[config.mk]
export PLATFORM = sky130hd
export DESIGN_NAME = uart_rx
export DESIGN_NICKNAME = d
export VERILOG_FILES = /design/src/rtl/uart_rx.sv
export SDC_FILE = /design/constraint.sdc
export NUM_CORES = 1
export LEC_CHECK = 0
export BUFFER_PORTS_ARGS = -buffer_cell sky130_fd_sc_hd__buf_4
export CAP_MARGIN = 0
export CORE_UTILIZATION = 40
export DETAILED_ROUTE_END_ITERATION = 10
export SYNTH_ARGS = -nofsm -noshare
export SYNTH_HDL_FRONTEND = slang
export SYNTH_SLANG_ARGS = --single-unit
[constraint.sdc]
create_clock -name clk -period 5.5 [get_ports clk]
set_clock_uncertainty 0.05 [all_clocks]
set_input_delay 0.275 -clock clk [delete_from_list [all_inputs] [get_ports clk]]
set_output_delay 0.275 -clock clk [all_outputs]
set_load 0.01 [all_outputs]
[src/rtl/uart_rx.sv]
// ----------------------------------------------------------------------------
// uart_rx
//
// 8N1 serial receiver. The asynchronous rx pin is passed through a two-flop
// synchroniser. A falling edge on the synchronised line is treated as a
// candidate start bit and confirmed at mid-bit. The 8 data bits are then
// sampled LSB first at mid-bit, and the stop bit is checked.
//
// A good frame updates `data` and raises `valid` for one cycle. A frame with
// a low stop bit raises `frame_err` for one cycle and leaves `data`
// unchanged. After a framing error the receiver waits for the line to return
// high, so a held-low break never produces a frame.
//
// Parameters
//   CLK_FREQ   system clock frequency in Hz
//   BAUD_RATE  line rate in bit/s (CLK_FREQ / BAUD_RATE must be >= 4)
//
// Ports
//   clk        system clock
//   rst        synchronous, active-high reset
//   rx         asynchronous serial input, idles high
//   data       last correctly framed byte
//   valid      one-cycle pulse, data updated in the same cycle
//   frame_err  one-cycle pulse on a bad stop bit
//   busy       high whenever the receiver is not idle
// ----------------------------------------------------------------------------
module uart_rx #(
  parameter int unsigned CLK_FREQ  = 27000000,
  parameter int unsigned BAUD_RATE = 9600
) (
  input  logic       clk,
  input  logic       rst,
  input  logic       rx,
  output logic [7:0] data,
  output logic       valid,
  output logic       frame_err,
  output logic       busy
);

  localparam int unsigned CLKS_PER_BIT = CLK_FREQ / BAUD_RATE;
  localparam int unsigned HALF_BIT     = CLKS_PER_BIT / 2;
  localparam int unsigned CW           = $clog2(CLKS_PER_BIT);

  // Terminal counts: half a bit to reach mid start bit, a full bit between
  // subsequent mid-bit samples.
  localparam logic [CW-1:0] CNT_HALF = CW'(HALF_BIT - 1);
  localparam logic [CW-1:0] CNT_FULL = CW'(CLKS_PER_BIT - 1);

  generate
    if (CLKS_PER_BIT < 4) begin : g_bad_cfg
      $error("uart_rx: CLK_FREQ / BAUD_RATE must be at least 4");
    end
  endgenerate

  typedef enum logic [2:0] {
    S_IDLE,
    S_START,
    S_DATA,
    S_STOP,
    S_WAIT_HIGH
  } state_t;

  // Synchroniser
  logic          r_sync1;
  logic          r_sync2;
  logic          w_rx_s;

  // FSM state and datapath registers
  state_t        r_state;
  logic [CW-1:0] r_cnt;
  logic [2:0]    r_idx;
  logic [7:0]    r_shift;
  logic [7:0]    r_data;
  logic          r_valid;
  logic          r_ferr;

  // Next-state values
  state_t        w_state_nxt;
  logic [CW-1:0] w_cnt_nxt;
  logic [2:0]    w_idx_nxt;
  logic [7:0]    w_shift_nxt;
  logic [7:0]    w_data_nxt;
  logic          w_valid_nxt;
  logic          w_ferr_nxt;

  logic          w_cnt_half;
  logic          w_cnt_full;

  // --------------------------------------------------------------------------
  // Input synchroniser; both stages reset to the idle (high) line level so a
  // reset never looks like a start bit.
  // --------------------------------------------------------------------------
  always_ff @(posedge clk) begin
    if (rst) begin
      r_sync1 <= 1'b1;
      r_sync2 <= 1'b1;
    end else begin
      r_sync1 <= rx;
      r_sync2 <= r_sync1;
    end
  end

  assign w_rx_s     = r_sync2;
  assign w_cnt_half = (r_cnt == CNT_HALF);
  assign w_cnt_full = (r_cnt == CNT_FULL);

  // --------------------------------------------------------------------------
  // State register
  // --------------------------------------------------------------------------
  always_ff @(posedge clk) begin
    if (rst) begin
      r_state <= S_IDLE;
      r_cnt   <= '0;
      r_idx   <= '0;
      r_shift <= '0;
      r_data  <= '0;
      r_valid <= 1'b0;
      r_ferr  <= 1'b0;
    end else begin
      r_state <= w_state_nxt;
      r_cnt   <= w_cnt_nxt;
      r_idx   <= w_idx_nxt;
      r_shift <= w_shift_nxt;
      r_data  <= w_data_nxt;
      r_valid <= w_valid_nxt;
      r_ferr  <= w_ferr_nxt;
    end
  end

  // --------------------------------------------------------------------------
  // Next-state and output logic
  // --------------------------------------------------------------------------
  always_comb begin
    w_state_nxt = r_state;
    w_cnt_nxt   = r_cnt;
    w_idx_nxt   = r_idx;
    w_shift_nxt = r_shift;
    w_data_nxt  = r_data;
    w_valid_nxt = 1'b0;
    w_ferr_nxt  = 1'b0;

    unique case (r_state)
      S_IDLE: begin
        if (!w_rx_s) begin
          w_state_nxt = S_START;
          w_cnt_nxt   = '0;
        end
      end

      // Re-check the line at mid start bit; a line already back high was a
      // glitch and is dropped silently.
      S_START: begin
        if (w_cnt_half) begin
          w_cnt_nxt = '0;
          if (!w_rx_s) begin
            w_state_nxt = S_DATA;
            w_idx_nxt   = '0;
          end else begin
            w_state_nxt = S_IDLE;
          end
        end else begin
          w_cnt_nxt = r_cnt + CW'(1);
        end
      end

      // LSB arrives first: shifting right and inserting at the MSB leaves d0
      // in bit 0 after the eighth sample.
      S_DATA: begin
        if (w_cnt_full) begin
          w_cnt_nxt   = '0;
          w_shift_nxt = {w_rx_s, r_shift[7:1]};
          if (r_idx == 3'd7) begin
            w_state_nxt = S_STOP;
          end else begin
            w_idx_nxt = r_idx + 3'd1;
          end
        end else begin
          w_cnt_nxt = r_cnt + CW'(1);
        end
      end

      // Returning to idle at mid stop bit leaves half a bit of margin to
      // catch a start bit that follows a one-bit stop with no idle gap.
      S_STOP: begin
        if (w_cnt_full) begin
          w_cnt_nxt = '0;
          if (w_rx_s) begin
            w_data_nxt  = r_shift;
            w_valid_nxt = 1'b1;
            w_state_nxt = S_IDLE;
          end else begin
            w_ferr_nxt  = 1'b1;
            w_state_nxt = S_WAIT_HIGH;
          end
        end else begin
          w_cnt_nxt = r_cnt + CW'(1);
        end
      end

      S_WAIT_HIGH: begin
        if (w_rx_s) begin
          w_state_nxt = S_IDLE;
        end
      end

      default: begin
        w_state_nxt = S_IDLE;
      end
    endcase
  end

  assign data      = r_data;
  assign valid     = r_valid;
  assign frame_err = r_ferr;
  assign busy      = (r_state != S_IDLE);

endmodule
== Word level (Yosys, flattened, before mapping) ==
Cells that the tools add are included.

* Reduce and logical (&&, ||, !) cells: 11
* Equal/unequal tests: 15
* Mux-type cells: 20
* $add $sub $neg: 2
* Bitwise operators: 2

{| class="wikitable"
|+ Operator list
! kind !! number
|-
| $mux 12 || 3
|-
| $pmux 12 s3 || 1
|-
| $mux 3 || 11
|-
| $ne 2x2->1 const B || 8
|-
| $pmux 3 s5 || 1
|-
| $add 12x1->12 const B || 1
|-
| $eq 12x11->1 const B || 1
|-
| $eq 12x12->1 const B || 1
|-
| $eq 3x2->1 const B || 2
|-
| $eq 3x3->1 const B || 2
|-
| $pmux 3 s2 || 1
|-
| $reduce_and 6->1 || 1
|-
| $reduce_bool 3->1 || 2
|-
| $reduce_and 5->1 || 1
|-
| $reduce_and 2->1 || 2
|-
| $add 3x1->3 const B || 1
|-
| $eq 3x1->1 const B || 1
|-
| $logic_not 3->1 || 1
|-
| $reduce_and 3->1 || 1
|-
| $reduce_or 3->1 || 1
|-
| $mux 1 || 2
|-
| $mux 2 || 1
|-
| $not 1->1 || 2
|-
| $reduce_bool 2->1 || 1
|-
| $reduce_or 2->1 || 1
|}

* Flip-flop bits (word level): 38
* Input port bits: 3
* Word-level logic and storage cells: 59

== Depth between registers and ports, before layout ==
* Depth after elaboration: 4
* Gate-level depth with buffers: 8

== Least setup slack after synthesis ==
Ideal clock, no wire load.

* Path type: register -> register
* Start: reg r_cnt[0]
* End: reg r_cnt[9]
* Required time: 5.325 ns
* Path slack: 3.707 ns
* Arrival: 1.618 ns
* Cell stages (with the launch flop): 8
* Library setup time: 0.125 ns
* Cell sequence: dfxtp_1 ha_1 nand2b_1 nor4_4 nor2_4 buf_6 o2111ai_1 nand3_1

* Word-level cells in the longest chain between the ends: 3
* Elaborated cells between the ends (all ways): 6
* Classes of those cells: add/sub: 1; eq/ne: 2; mux: 3

{| class="wikitable"
|+ RTL lines
! what !! line !! RTL
|-
| start: declaration || 70 || <nowiki>logic [CW-1:0] r_cnt;</nowiki>
|-
| start signal: assignment || 121 || <nowiki>r_cnt <= w_cnt_nxt;</nowiki>
|-
| $add 12x1->12 (tied with other cells) || 162, 178, 196 ||
|-
| $mux 12 (on tied branches) || 169, 185, 153 ||
|-
| $pmux 12 s3 * || 142 || <nowiki>unique case (r_state)</nowiki>
|}

Every way passes the cells marked *; elsewhere a longest branch is shown, timed or not.
A chain may end at the register's enable or synchronous reset.

== Worst setup path after layout ==
* Start: reg r_cnt[0]
* End: reg r_idx[2]

* Word-level cells in the longest chain between the ends: 3
* Elaborated cells between the ends (all ways): 5
* Classes of those cells: eq/ne: 4; reduce/logical: 1

{| class="wikitable"
|+ RTL lines
! what !! line !! RTL
|-
| $eq 12x12->1 / $eq 12x11->1 (equally long branches) || 105, 104 ||
|-
| $ne 2x2->1 (no source line) || -- ||
|-
| $reduce_and 5->1 (no source line) * || -- ||
|-
| end signal: assignment || 122 || <nowiki>r_idx <= w_idx_nxt;</nowiki>
|-
| end: declaration || 71 || <nowiki>logic [2:0] r_idx;</nowiki>
|}

Marks and branches as above.

==> flow_summary_export.csv <==
group,metric,value,unit
final_layout,antenna-diode-count,0,
timing,grt_setup_unrepaired,"no",
final_layout,final_cell_mix,"sky130_fd_sc_hd__dfxtp_1, sky130_fd_sc_hd__nor2_1, sky130_fd_sc_hd__nand2_1",
floorplanning,start_util,42.68,%
clock_network,cts_post_setup_buffers_inserted,0,
power_and_ir_drop,tot_pwr,0.5828,mW
timing,tns,0,ns
setup_path,rr_worst_depth,6,
route,post_dr_vias_cell,5.682,
clock_network,worstSkewPairLatency,0.28,ns
floorplanning,core_region_area,4444,µm²
setup_path,cp_slowest_cell,"sky130_fd_sc_hd__nor4_4",
global_route,grt_remaining_overflow,0,
placed_design,place_inst,282,
setup_path,crit_path_cell_trace,"ha_1, nand2b_1, nor4_4, nor2_4, a211oi_2, o2bb2ai_1",
yosys,synth_cell_type_count,35,
clock_network,cts_max_path_buffers,2,
setup_path,critical_path.n_buffers_inverters,0,
setup_path,critical_path.top_delay_family,"simple AND/OR/NAND/NOR gates",
setup_path,cp_data_arrival_time,2.24,ns
clock_network,postCtsResizedCells,0,
floorplanning,floorplan.io_pins,14,
clock_network,hold_fix_buffers_cts,0,
job,max_cap_violations,0,
route,wl_met2,1674,µm
hold_path,hold_path_depth,2,
setup_path,crit_fanout,23,
hold_path,timing.hold.worst.class,"in2reg",
floorplanning,floorplan.rows,24,
global_route,first_global_vias,1449,
final_layout,layout-area-overhead-vs-synth,11.28,%
yosys,yosys_register_bits,38,
final_layout,layout.cells.most_common,"sky130_fd_sc_hd__dfxtp_1",
floorplanning,die-height,70.86,µm
power_and_ir_drop,p_per_area,276.1,nW/µm²
clock_network,htree_levels,2,
final_layout,post_layout_nonfiller_instances,289,
yosys,yosys_warnings,0,
timing,hold_viol,0,
route,route.top_layer_used,"met4",
clock_network,cts_tree,"built",
timing,maxClockFrequency,471.9,MHz
placed_design,post-dp-hpwl,2658,µm
route,routed_wirelength,3923,µm
route,wl_met1,2077,µm
route,routed-via-count,1642,
yosys,synth_nets,237,
timing,layout_min_cycle_time,2.119,ns
final_layout,fill_cell_instance_count_of_the_final_layout,445,
final_layout,final_net_count,244,
clock_network,clk_pin_slew,0.07,ns
placed_design,place_congestion,0.8571,
route,drt_first_iter_violations,166,
timing,final_max_slew_viol_count,0,
setup_path,worst-endpoint-required,5.62,ns
global_route,maximum_number_of_pins_on_one_net_before_global_route_repair,24,
clock_network,root_buffer,"sky130_fd_sc_hd__clkbuf_8",
route,route.detailed.wl_per_inst,13.57,µm
power_and_ir_drop,worst_ir_drop_on_vdd,0.1521,mV
global_route,grt_pass1_wl,6900,µm
setup_path,critical_path_cell_count,6,
yosys,syn_area,1897,µm²
placed_design,numPortBuffers,13,
route,antenna_left,0,
setup_path,worstSetupStartpointType,"flop",
setup_path,path_class,"reg2reg",
global_route,gr-usage-all-layers,17.22,%
clock_network,cts_buffers,5,
power_and_ir_drop,power_leakage,0.8353,nW
global_route,antenna_found_initial,0,
timing,worst_pin_slew,0.8944,ns
clock_network,tritoncts_num_sinks,38,
yosys,synthesis.instances,230,
route,detailroute.wirelength.met3,143,µm
route,firstDrtPassIters,6,
floorplanning,die_width,70.86,µm
yosys,synth.avg_cell_area,8.247,µm²
timing,final_min_period_over_clock_period,38.53,%
outcome,status,"complete, no violations",
setup_path,worstSetupEndpointType,"flop",
yosys,synth.yosys.seq_area_share,40.11,%
timing,timing.final.setup_violations,0,
setup_path,critPathMaxStageDelay,0.48,ns
timing,timing.slew.headroom,40.15,%
final_layout,drive_gt1_share,12.24,%
route,drt_drc_violations_left,0,
floorplanning,total_die_area,5021,µm²
-- cell type report --
type / instances / area, µm² / share of cell area, %
multi-input cells: 163 / 1011 / 47.90
clock inverters: 1 / 30.03 / 1.423
clock buffers: 6 / 82.58 / 3.912
inverters: 15 / 56.30 / 2.667
flip-flops and latches: 38 / 760.7 / 36.04
well taps: 52 / 65.06 / 3.082
repair buffers: 14 / 105.1 / 4.979
-- state kept, by name, indices dropped and copies added (netlist names) --
register	cells
r_cnt	12
data	8
r_shift	8
r_idx	3
r_state	3
frame_err	1
r_sync1	1
r_sync2	1
valid	1
-- metrics by stage --
stage	setup slack, ns	hold slack [ns]	util (%)	instance area [µm²]
4_1_cts	3.369	0.1085	47.49	2111
5_1_grt	3.149	0.1079	47.49	2111
3_3_place_gp	3.468	0.3597	44.96	1998
2_1_floorplan	3.707	0.3288	-	1897
6_report	3.381	0.1195	47.49	2111
3_5_place_dp	3.385	0.3558	44.96	1998
-- cell usage after synthesis --
| cell | n | area [µm²] |
|---|---|---|
| sky130_fd_sc_hd__and4b_1 | 1 | 10.01 |
| sky130_fd_sc_hd__buf_6 | 2 | 22.52 |
| sky130_fd_sc_hd__a22oi_1 | 5 | 37.54 |
| sky130_fd_sc_hd__inv_1 | 15 | 56.30 |
| sky130_fd_sc_hd__or2_2 | 2 | 12.51 |
| sky130_fd_sc_hd__ha_1 | 4 | 50.05 |
| sky130_fd_sc_hd__nand3_2 | 1 | 10.01 |
| sky130_fd_sc_hd__o21ai_0 | 4 | 20.02 |
| sky130_fd_sc_hd__mux2i_1 | 9 | 90.09 |
| sky130_fd_sc_hd__nand2b_1 | 2 | 12.51 |
| sky130_fd_sc_hd__nand4bb_1 | 1 | 11.26 |
| sky130_fd_sc_hd__o31ai_1 | 2 | 15.01 |
| sky130_fd_sc_hd__a21oi_1 | 11 | 55.05 |
| sky130_fd_sc_hd__o211ai_1 | 10 | 75.07 |
| sky130_fd_sc_hd__a211oi_2 | 1 | 12.51 |
| sky130_fd_sc_hd__nor3_1 | 5 | 25.02 |
| sky130_fd_sc_hd__clkbuf_1 | 11 | 41.29 |
| sky130_fd_sc_hd__o2bb2ai_1 | 3 | 26.28 |
| sky130_fd_sc_hd__buf_2 | 1 | 5.000 |
| sky130_fd_sc_hd__dfxtp_1 | 38 | 760.7 |
| sky130_fd_sc_hd__a221oi_1 | 1 | 8.760 |
| sky130_fd_sc_hd__a31oi_1 | 1 | 6.260 |
| sky130_fd_sc_hd__nand2_1 | 26 | 97.59 |
| sky130_fd_sc_hd__nand4_1 | 1 | 6.260 |
| sky130_fd_sc_hd__nand4_4 | 1 | 21.27 |
| sky130_fd_sc_hd__nand3_1 | 20 | 100.1 |
| sky130_fd_sc_hd__a31o_2 | 1 | 8.760 |
| sky130_fd_sc_hd__nor3b_1 | 1 | 7.510 |
| sky130_fd_sc_hd__nor2_4 | 1 | 11.26 |
| sky130_fd_sc_hd__o2111ai_1 | 10 | 87.58 |
| sky130_fd_sc_hd__nor4_1 | 3 | 18.77 |
| sky130_fd_sc_hd__nor2_1 | 26 | 97.59 |
| sky130_fd_sc_hd__and3_1 | 8 | 50.05 |
| sky130_fd_sc_hd__o21ai_1 | 1 | 5.000 |
| sky130_fd_sc_hd__nor4_4 | 1 | 21.27 |
-- routing by layer --
metal,GRT usage [%],up-vias
li1,-,845
met1,25.99,773
met2,23.82,22
met3,4.701,2
met4,4.667,0
met5,0,-
-- power by group --
part | switching (mW) | internal (mW) | leakage [nW]
clock network | 0.0950 | 0.145 | 0.0573
registers | 0.0105 | 0.283 | 0.307
logic | 0.0337 | 0.0159 | 0.471
-- final timing paths --
check | slack, ns | from | to
max | 3.38 | r_cnt[0] | r_idx[2]
min | 0.12 | rx | r_sync1
max reg2reg | 3.38 | r_cnt[0] | r_idx[2]
min reg2reg | 0.37 | r_sync1 | r_sync2
-- kinds of logic after synthesis --
kind of cell / share of synthesized area, %
flops: 40.11
simple gates: 27.04
compound gates: 18.87
fa+ha+maj: 2.639
buf+inv: 6.596
mux: 4.750
Power figures use the tool's default switching activity.
